$ cat src/rtl/axi64_to_xge64_tx.sv
`timescale 1ns/1ps
`default_nettype none
// ============================================================================
// Module   : axi64_to_xge64_tx
// Purpose  : AXI-Stream (64b) to XGE MAC packet-port transmit bridge with a
//            2-entry skid FIFO. Optional counters: AXI64_TO_XGE64_TX_STATS_EN.
// Revision : 1.0  initial release
// ============================================================================
module axi64_to_xge64_tx (
   input  logic        xgmii_clk,
   input  logic        xgmii_reset_n,
   input  logic [63:0] tx_axis_tdata,
   input  logic [3:0]  tx_axis_tuser,
   input  logic        tx_axis_tlast,
   input  logic        tx_axis_tvalid,
   output logic        tx_axis_tready,
   output logic [63:0] pkt_tx_data,
   output logic [2:0]  pkt_tx_mod,
   output logic        pkt_tx_sop,
   output logic        pkt_tx_eop,
   output logic        pkt_tx_val,
   input  logic        pkt_tx_full,
   output logic        tx_underrun,
   output logic        tx_err_pulse,
   output logic [31:0] tx_pkt_count,
   output logic [31:0] tx_err_count
);

   localparam logic [0:0] c_IDLE   = 1'b0;
   localparam logic [0:0] c_IN_PKT = 1'b1;

   logic [63:0] r_data [0:1];
   logic [2:0]  r_mod  [0:1];
   logic [1:0]  r_sop;
   logic [1:0]  r_eop;
   logic [1:0]  r_err;
   logic        r_wr_ptr;
   logic        r_rd_ptr;
   logic [1:0]  r_count;
   logic [0:0]  r_state;
   logic        r_in_pkt;
   logic        r_underrun;

   logic        w_full;
   logic        w_empty;
   logic        w_ready;
   logic        w_push;
   logic        w_pop;
   logic        w_head_sop;
   logic        w_head_eop;
   logic        w_head_err;

   assign w_full  = r_count[1];
   assign w_empty = (r_count == 2'd0);
   // Gating with the reset keeps tready low while reset is held, even though the FIFO reads as empty.
   assign w_ready = ~w_full & xgmii_reset_n;
   assign w_push  = tx_axis_tvalid & w_ready;
   assign w_pop   = ~w_empty & ~pkt_tx_full;

   assign w_head_sop = r_sop[r_rd_ptr];
   assign w_head_eop = r_eop[r_rd_ptr];
   assign w_head_err = r_err[r_rd_ptr];

   assign tx_axis_tready = w_ready;
   assign pkt_tx_val     = w_pop;
   assign pkt_tx_data    = w_pop ? r_data[r_rd_ptr] : 64'd0;
   assign pkt_tx_mod     = w_pop ? r_mod[r_rd_ptr]  : 3'd0;
   assign pkt_tx_sop     = w_pop & w_head_sop;
   assign pkt_tx_eop     = w_pop & w_head_eop;
   assign tx_err_pulse   = w_pop & w_head_eop & w_head_err;
   assign tx_underrun    = r_underrun;

   // Payload storage needs no reset: occupancy alone decides what is valid.
   always_ff @(posedge xgmii_clk) begin
      if (w_push) begin
         r_data[r_wr_ptr] <= tx_axis_tdata;
         r_mod[r_wr_ptr]  <= tx_axis_tlast ? tx_axis_tuser[2:0] : 3'd0;
      end
   end

   always_ff @(posedge xgmii_clk or negedge xgmii_reset_n) begin
      if (!xgmii_reset_n) begin
         r_sop <= 2'b00;
         r_eop <= 2'b00;
         r_err <= 2'b00;
      end else if (w_push) begin
         r_sop[r_wr_ptr] <= (r_state == c_IDLE);
         r_eop[r_wr_ptr] <= tx_axis_tlast;
         r_err[r_wr_ptr] <= tx_axis_tuser[3];
      end
   end

   always_ff @(posedge xgmii_clk or negedge xgmii_reset_n) begin
      if (!xgmii_reset_n) begin
         r_wr_ptr <= 1'b0;
         r_rd_ptr <= 1'b0;
         r_count  <= 2'd0;
      end else begin
         if (w_push) r_wr_ptr <= ~r_wr_ptr;
         if (w_pop)  r_rd_ptr <= ~r_rd_ptr;
         case ({w_push, w_pop})
            2'b10:   r_count <= r_count + 2'd1;
            2'b01:   r_count <= r_count - 2'd1;
            default: r_count <= r_count;
         endcase
      end
   end

   always_ff @(posedge xgmii_clk or negedge xgmii_reset_n) begin
      if (!xgmii_reset_n) begin
         r_state <= c_IDLE;
      end else if (w_push) begin
         case (r_state)
            c_IDLE:   r_state <= tx_axis_tlast ? c_IDLE : c_IN_PKT;
            c_IN_PKT: r_state <= tx_axis_tlast ? c_IDLE : c_IN_PKT;
            default:  r_state <= c_IDLE;
         endcase
      end
   end

   // Output-side packet tracking: a gap between sop and eop starves the MAC.
   always_ff @(posedge xgmii_clk or negedge xgmii_reset_n) begin
      if (!xgmii_reset_n) begin
         r_in_pkt   <= 1'b0;
         r_underrun <= 1'b0;
      end else begin
         if (w_pop) begin
            if (w_head_eop)      r_in_pkt <= 1'b0;
            else if (w_head_sop) r_in_pkt <= 1'b1;
         end
         if (r_in_pkt && w_empty && !pkt_tx_full) r_underrun <= 1'b1;
      end
   end

`ifdef AXI64_TO_XGE64_TX_STATS_EN
   logic [31:0] r_pkt_count;
   logic [31:0] r_err_count;

   always_ff @(posedge xgmii_clk or negedge xgmii_reset_n) begin
      if (!xgmii_reset_n) begin
         r_pkt_count <= 32'd0;
         r_err_count <= 32'd0;
      end else if (w_pop && w_head_eop) begin
         r_pkt_count <= r_pkt_count + 32'd1;
         if (w_head_err) r_err_count <= r_err_count + 32'd1;
      end
   end

   assign tx_pkt_count = r_pkt_count;
   assign tx_err_count = r_err_count;
`else
   assign tx_pkt_count = 32'd0;
   assign tx_err_count = 32'd0;
`endif

endmodule
`default_nettype wire

$ cat config.mk
export PLATFORM = sky130hd
export DESIGN_NAME = axi64_to_xge64_tx
export DESIGN_NICKNAME = d
export VERILOG_FILES = /design/src/rtl/axi64_to_xge64_tx.sv
export SDC_FILE = /design/constraint.sdc
export NUM_CORES = 1
export LEC_CHECK = 0
export BUFFER_PORTS_ARGS = -buffer_cell sky130_fd_sc_hd__clkbuf_2
export CORE_MARGIN = 2
export CORE_UTILIZATION = 52
export CTS_BUF_LIST = sky130_fd_sc_hd__clkbuf_4 sky130_fd_sc_hd__clkbuf_8
export DETAILED_ROUTE_END_ITERATION = 16
export PLACE_DENSITY = 0.91
export SYNTH_ARGS = -nofsm -noshare
export SYNTH_HDL_FRONTEND = slang
export SYNTH_SLANG_ARGS = --single-unit
export TNS_END_PERCENT = 20
$ cat constraint.sdc
create_clock -name xgmii_clk -period 3.5 [get_ports xgmii_clk]
set_clock_uncertainty 0.15 [all_clocks]
set_input_delay 1.05 -clock xgmii_clk [delete_from_list [all_inputs] [get_ports xgmii_clk]]
set_output_delay 1.05 -clock xgmii_clk [all_outputs]
set_load 0.01 [all_outputs]
==> Yosys cells after proc, flatten, opt, wreduce, memory -nomap -nowiden <==
Memory sizes are Yosys's and may differ from the RTL's.
Cells that the tools add are included.
{ "totals": {"regBits": 13, "ram_bits": 134, "in_bits": 73, "wordCells": 58, "n_memories": 2} }
{ "op_classes": {"addsub": 2, "magnitude_cmp": 3, "n_eq_ne": 2, "muxes": 20, "bitwise_logic": 12, "n_reduce_logical": 8} }
{ "mem_list": {"columns": ["name", "words", "word_bits", "read_ports", "rd_ports_with_merged_regs", "write_ports", "line", "rtl"], "rows": [
  ["r_data", 2, 64, 1, 0, 1, "32", "logic [63:0] r_data [0:1];"],
  ["r_mod", 2, 3, 1, 0, 1, "33", "logic [2:0] r_mod [0:1];"]
]} }
{ "op_table": {"columns": ["op", "n"], "rows": [
  ["two-way mux 64 bit", 1],
  ["two-way mux 1 bit", 12],
  ["AND 1 bit", 6],
  ["bitwise mux 2 bit", 3],
  ["two-way mux 3 bit", 2],
  ["NOT 1 bit", 6],
  ["< comparator 1 x 2 -> 1 bit (second input constant)", 2],
  ["case mux 2 bit (2 select lines)", 1],
  ["nonzero test 2 bit", 2],
  ["logical AND 1 bit", 3],
  ["adder 2 x 1 -> 2 bit (second input constant)", 1],
  ["== test 2 x 1 -> 1 bit (second input constant)", 1],
  ["== test 2 bit (second input constant)", 1],
  ["zero test 2 bit", 1],
  ["AND reduction 2 bit", 1],
  ["subtractor 2 x 1 -> 2 bit (second input constant)", 1],
  ["demux 1 bit (select 1 bit)", 1],
  ["greater-or-equal comparator 1 bit (second input constant)", 1],
  ["zero test 1 bit", 1]
]} }

==> Depth between registers and ports, before layout <==
{ "logic_depth": {"depth_word": 5, "depth_mapped": 8, "ltp_nobuf": 6} }

==> Worst setup path before layout <==
No wires, ideal clock.
{ "synth_path": {"kind": "input -> register", "start": "input port tx_axis_tvalid", "end": "memory r_data[1][0], enable pin", "arrival_time_ns": 2.587, "t_required_ns": 2.929, "slack_ns": 0.342, "cell_stages": 2, "cell_sequence": "nand4b_1 inv_1"} }
{ "synth_via": {"elab_chain_cells": 3} }
{ "synth_rtl": {"columns": ["element", "line", "rtl"], "rows": [
  ["start: declaration", "15", "input logic tx_axis_tvalid,"],
  ["AND 1 bit", "57", "assign w_push = tx_axis_tvalid & w_ready;"],
  ["two-way mux 1 bit", "75", "if (w_push) begin"],
  ["two-way mux 1 bit (not written as such)", "76", "r_data[r_wr_ptr] <= tx_axis_tdata;"],
  ["end: declaration", "32", null]
]} }
No other way between the ends.

==> Worst setup path in the final report <==
{ "layout_path": {"start": "input port pkt_tx_full", "end": "output port pkt_tx_data[57]"} }
{ "layout_via": {"elab_chain_cells": 3} }
{ "layout_rtl": {"columns": ["element", "line", "rtl"], "rows": [
  ["start: declaration", "22", "input logic pkt_tx_full,"],
  ["NOT 1 bit", "58", "assign w_pop = ~w_empty & ~pkt_tx_full;"],
  ["AND 1 bit", "58", null],
  ["two-way mux 64 bit", "66", "assign pkt_tx_data = w_pop ? r_data[r_rd_ptr] : 64'd0;"],
  ["end: declaration", "17", "output logic [63:0] pkt_tx_data,"]
]} }
No other way between the ends.

==> flow_metrics.py <==
metrics = {
    "routing": {
        "drtPass1Iterations": 4,
        "route.detailed.drc": 0,
        "drt_iter0_drc": 188,
        "routed_via_density": 4.92,
        "wl_per_cell_microns": 15.5,
        "wirelength_mm": 11.0,
        "vias": 3495,
        "antenna_left": 0,
    },
    "pwr": {
        "p_int_uw": 3450,
        "powerDensity_nw_per_um2": 700,
        "power_frac_seq_pct": 46.2,
        "max-vdd-ir-drop_mv": 0.408,
        "p_clk_share_pct": 25.3,
        "net-switching-power_uw": 1610,
        "power_frac_comb_pct": 28.6,
        "switching_share_pct": 31.8,
        "p_leak_uw": 0.00310,
    },
    "job": {
        "max-cap-violations": 0,
    },
    "global_routing": {
        "grt-ovfl-total": 0,
        "antenna_found_initial": 0,
        "grt_pass1_vias": 3569,
        "track_usage_pct": 17.9,
        "grt_pass1_wl_mm": 17.3,
        "grt_start_max_net_pins": 69,
    },
    "synthesis": {
        "synth-compound-area-share_pct": 0.691,
        "syn_inst": 399,
        "ys_seq_elements": 147,
        "synth_edf_count": 134,
        "yosys.area.top_type": "edfxtp_1",
        "synthSimpleGateAreaFrac_pct": 5.55,
        "avgSynthCellArea_sq_um": 15.4,
        "seq_area_frac_synth_pct": 70.7,
        "ys_top_cells_by_area": "edfxtp_1, mux2i_1, buf_4",
        "syn_area_sq_um": 6150,
        "ys.flop_type": "edfxtp_1",
        "synth_top_family_by_area": "multiplexers",
        "synth_cell_types": 26,
        "synth-xor-area-share_pct": 0.712,
        "muxShareOfSynthArea_pct": 12.2,
        "synth_top_area_share_pct": 65.4,
        "synthArstFlopShare_pct": 8.84,
        "yosys_warnings": 0,
        "yosys.area_share.adder_pct": 0.203,
    },
    "run_status": {
        "status": "complete, no violations",
    },
    "clock_tree": {
        "max-clock-path-buffers": 2,
        "clk_latency_ns": 0.42,
        "cts_tree": "done",
        "hold_buffers": 0,
        "clockRootBuffer": "clkbuf_8",
        "cts_setup_buffers": 0,
        "cts.sinks": 147,
        "cts.repair.resized": 0,
        "clk_pin_slew_ns": 0.08,
        "h-tree-depth": 4,
        "cts-buffers-inserted": 17,
    },
    "floorplanning": {
        "die_area_sq_um": 12700,
        "core-area_sq_um": 11500,
        "die_height_microns": 113,
        "rows": 39,
        "start_util_pct": 53.7,
        "die_w_microns": 113,
        "pin_count": 210,
    },
    "worst_setup_path": {
        "cp-start-kind": "primary input",
        "path_class": "primary input to output port",
        "crit_required_ns": 2.30,
        "end_kind": "output port",
        "critPathArrivalTime_ns": 1.95,
        "cp_max_fo": 68,
        "r2r_setup_slack_ns": 1.40,
    },
    "cells_and_area": {
        "fill_cells": 820,
        "drive_gt1_share_pct": 34.0,
        "n_antenna_cell": 0,
        "multi_input_area_sq_um": 1440,
        "syn2layout_area_growth_pct": 17.4,
        "nets": 629,
        "regArea_sq_um": 4350,
    },
    "sta": {
        "finalMaxSlewViolations": 0,
        "max_freq_mhz": 318,
        "max_slew_margin_pct": 65.2,
        "rsz0062_at_grt": "no",
        "hold_viol": 0,
        "period_share_pct": 90.0,
        "fin_tns_setup_ns": 0,
        "worstMarginPinSlew_ns": 0.521,
        "finalWorstSetupSlack_ns": 0.351,
        "post-route-min-period_ns": 3.15,
        "setup_viol": 0,
    },
    "worst_hold_path": {
        "min_path_type": "flop to flop",
    },
    "placement": {
        "dpl.hpwl_mm": 7.37,
        "numPortBuffers": 145,
        "gp_congestion": 0.770,
        "pre_cts_ws_ns": 0.351,
    },
}
-- cell families (layout without fill, tap and decap cells) --
kind of cell	count (synthesis)	after routing
other cells	1	64
xor+xnor	5	5
fa+ha+maj	1	1
simple gates	82	82
flops	147	147
buf+inv	83	188
mux	74	74
compound gates	6	6
-- synthesized netlist by cell type, types with 2 or more instances --
library cell    n
mux2i_1        70
dfrtp_1        13
buf_2           5
xnor2_1         4
mux2_4          2
edfxtp_1      134
buf_6           3
inv_1           4
nand2_1         2
buf_4          71
o21ai_0         2
mux2_2          2
nor2_1         72
and2_1          3
-- cells in the final DEF (no fill, tap or decap) --
| cell | synthesis | layout |
|---|---|---|
| mux2_4 | 2 | 2 |
| and2_1 | 3 | 3 |
| mux2_2 | 2 | 2 |
| nand4b_1 | 1 | 1 |
| dfrtp_4 | 0 | 1 |
| inv_6 | 0 | 4 |
| nand2_1 | 2 | 2 |
| xor2_1 | 1 | 1 |
| buf_4 | 71 | 3 |
| edfxtp_1 | 134 | 134 |
| buf_12 | 0 | 5 |
| bufinv_16 | 0 | 2 |
| inv_2 | 0 | 1 |
| a31o_2 | 1 | 1 |
| clkinv_4 | 0 | 3 |
| clkinv_2 | 0 | 2 |
| nor2b_1 | 1 | 1 |
| ha_1 | 1 | 1 |
| clkbuf_2 | 0 | 145 |
| xnor2_1 | 4 | 4 |
| mux2i_1 | 70 | 70 |
| o21a_1 | 1 | 1 |
| o21bai_4 | 0 | 1 |
| clkinvlp_4 | 0 | 3 |
| o21ai_0 | 2 | 2 |
| nand3b_1 | 1 | 1 |
| inv_1 | 4 | 3 |
| conb_1 | 1 | 64 |
| and4bb_4 | 1 | 1 |
| dfrtp_1 | 13 | 12 |
| a21oi_1 | 1 | 1 |
| clkbuf_8 | 0 | 17 |
| nor2_1 | 72 | 72 |
| or2_1 | 1 | 1 |
-- per-layer routing --
metal / track usage [%] / part of all wire, % / routed length (microns)
met1: 20.3 / 38 / 4140
met2: 31.2 / 52 / 5710
met3: 5.84 / 8.0 / 884
met4: 7.40 / 2.3 / 254
met5: 0 / 0 / 0
-- flip-flops by register name, summed over array words and instances (netlist names) --
| name | flops |
|---|---|
| r_mod | 6 |
| r_count | 2 |
| r_state | 1 |
| r_wr_ptr | 1 |
| r_in_pkt | 1 |
| tx_underrun | 1 |
| r_rd_ptr | 1 |
| r_eop | 2 |
| r_err | 2 |
| r_data | 128 |
| r_sop | 2 |
-- final cells by class --
type	count	area share (%)
Inverter	4	0.208
Timing Repair Buffer	153	11.7
Clock inverter	14	2.13
Sequential cell	147	60.3
Multi-Input combinational cell	232	20.0
Tap cell	143	2.48
Clock buffer	17	3.24
-- power groups by stage --
stage          clock network [uW]  registers, uW  logic (uW)
2_1_floorplan                   0           2270        1110
4_1_cts                      1310           2340        1470
5_1_grt                      1370           2360        1580
3_3_place_gp                    0           2350        1420
3_5_place_dp                    0           2370        1460
6_report                     1280           2330        1440
-- stage by stage --
stage / instance area [sq um] / util [%] / hold slack (ns) / instances / power (uW)
after detailed placement: 6840 / 59.6 / 0.338 / 679 / 3830
after global placement: 6840 / 59.6 / 0.303 / 679 / 3770
after floorplan: 6390 / - / 0.284 / 462 / 3390
after global routing: 7220 / 63.0 / 0.375 / 710 / 5310
final: 7220 / 63.0 / 0.349 / 710 / 5060
after CTS: 7220 / 63.0 / 0.358 / 710 / 5110
-- path summary, 6_finish.rpt --
kind                                        start                      end  cells after the start
setup reg to reg           r_count[1]$_DFFE_PN0P_  r_data[1][29]$_DFFE_PP_                      3
min in group asynchronous           xgmii_reset_n     r_err[1]$_DFFE_PN0P_                      2
setup / recovery                      pkt_tx_full          pkt_tx_data[57]                      5
hold / removal               r_sop[1]$_DFFE_PN0P_     r_sop[1]$_DFFE_PN0P_                      2
hold reg to reg              r_sop[1]$_DFFE_PN0P_     r_sop[1]$_DFFE_PN0P_                      2
max in group asynchronous           xgmii_reset_n     r_rd_ptr$_DFFE_PN0P_                      2
-- critical path: stages --
cell and delay [ns]:
clkbuf_2 0.11, o21bai_4 0.20, buf_12 0.22, nor2_1 0.17, clkbuf_2 0.17
Power figures use the tool's default switching activity.
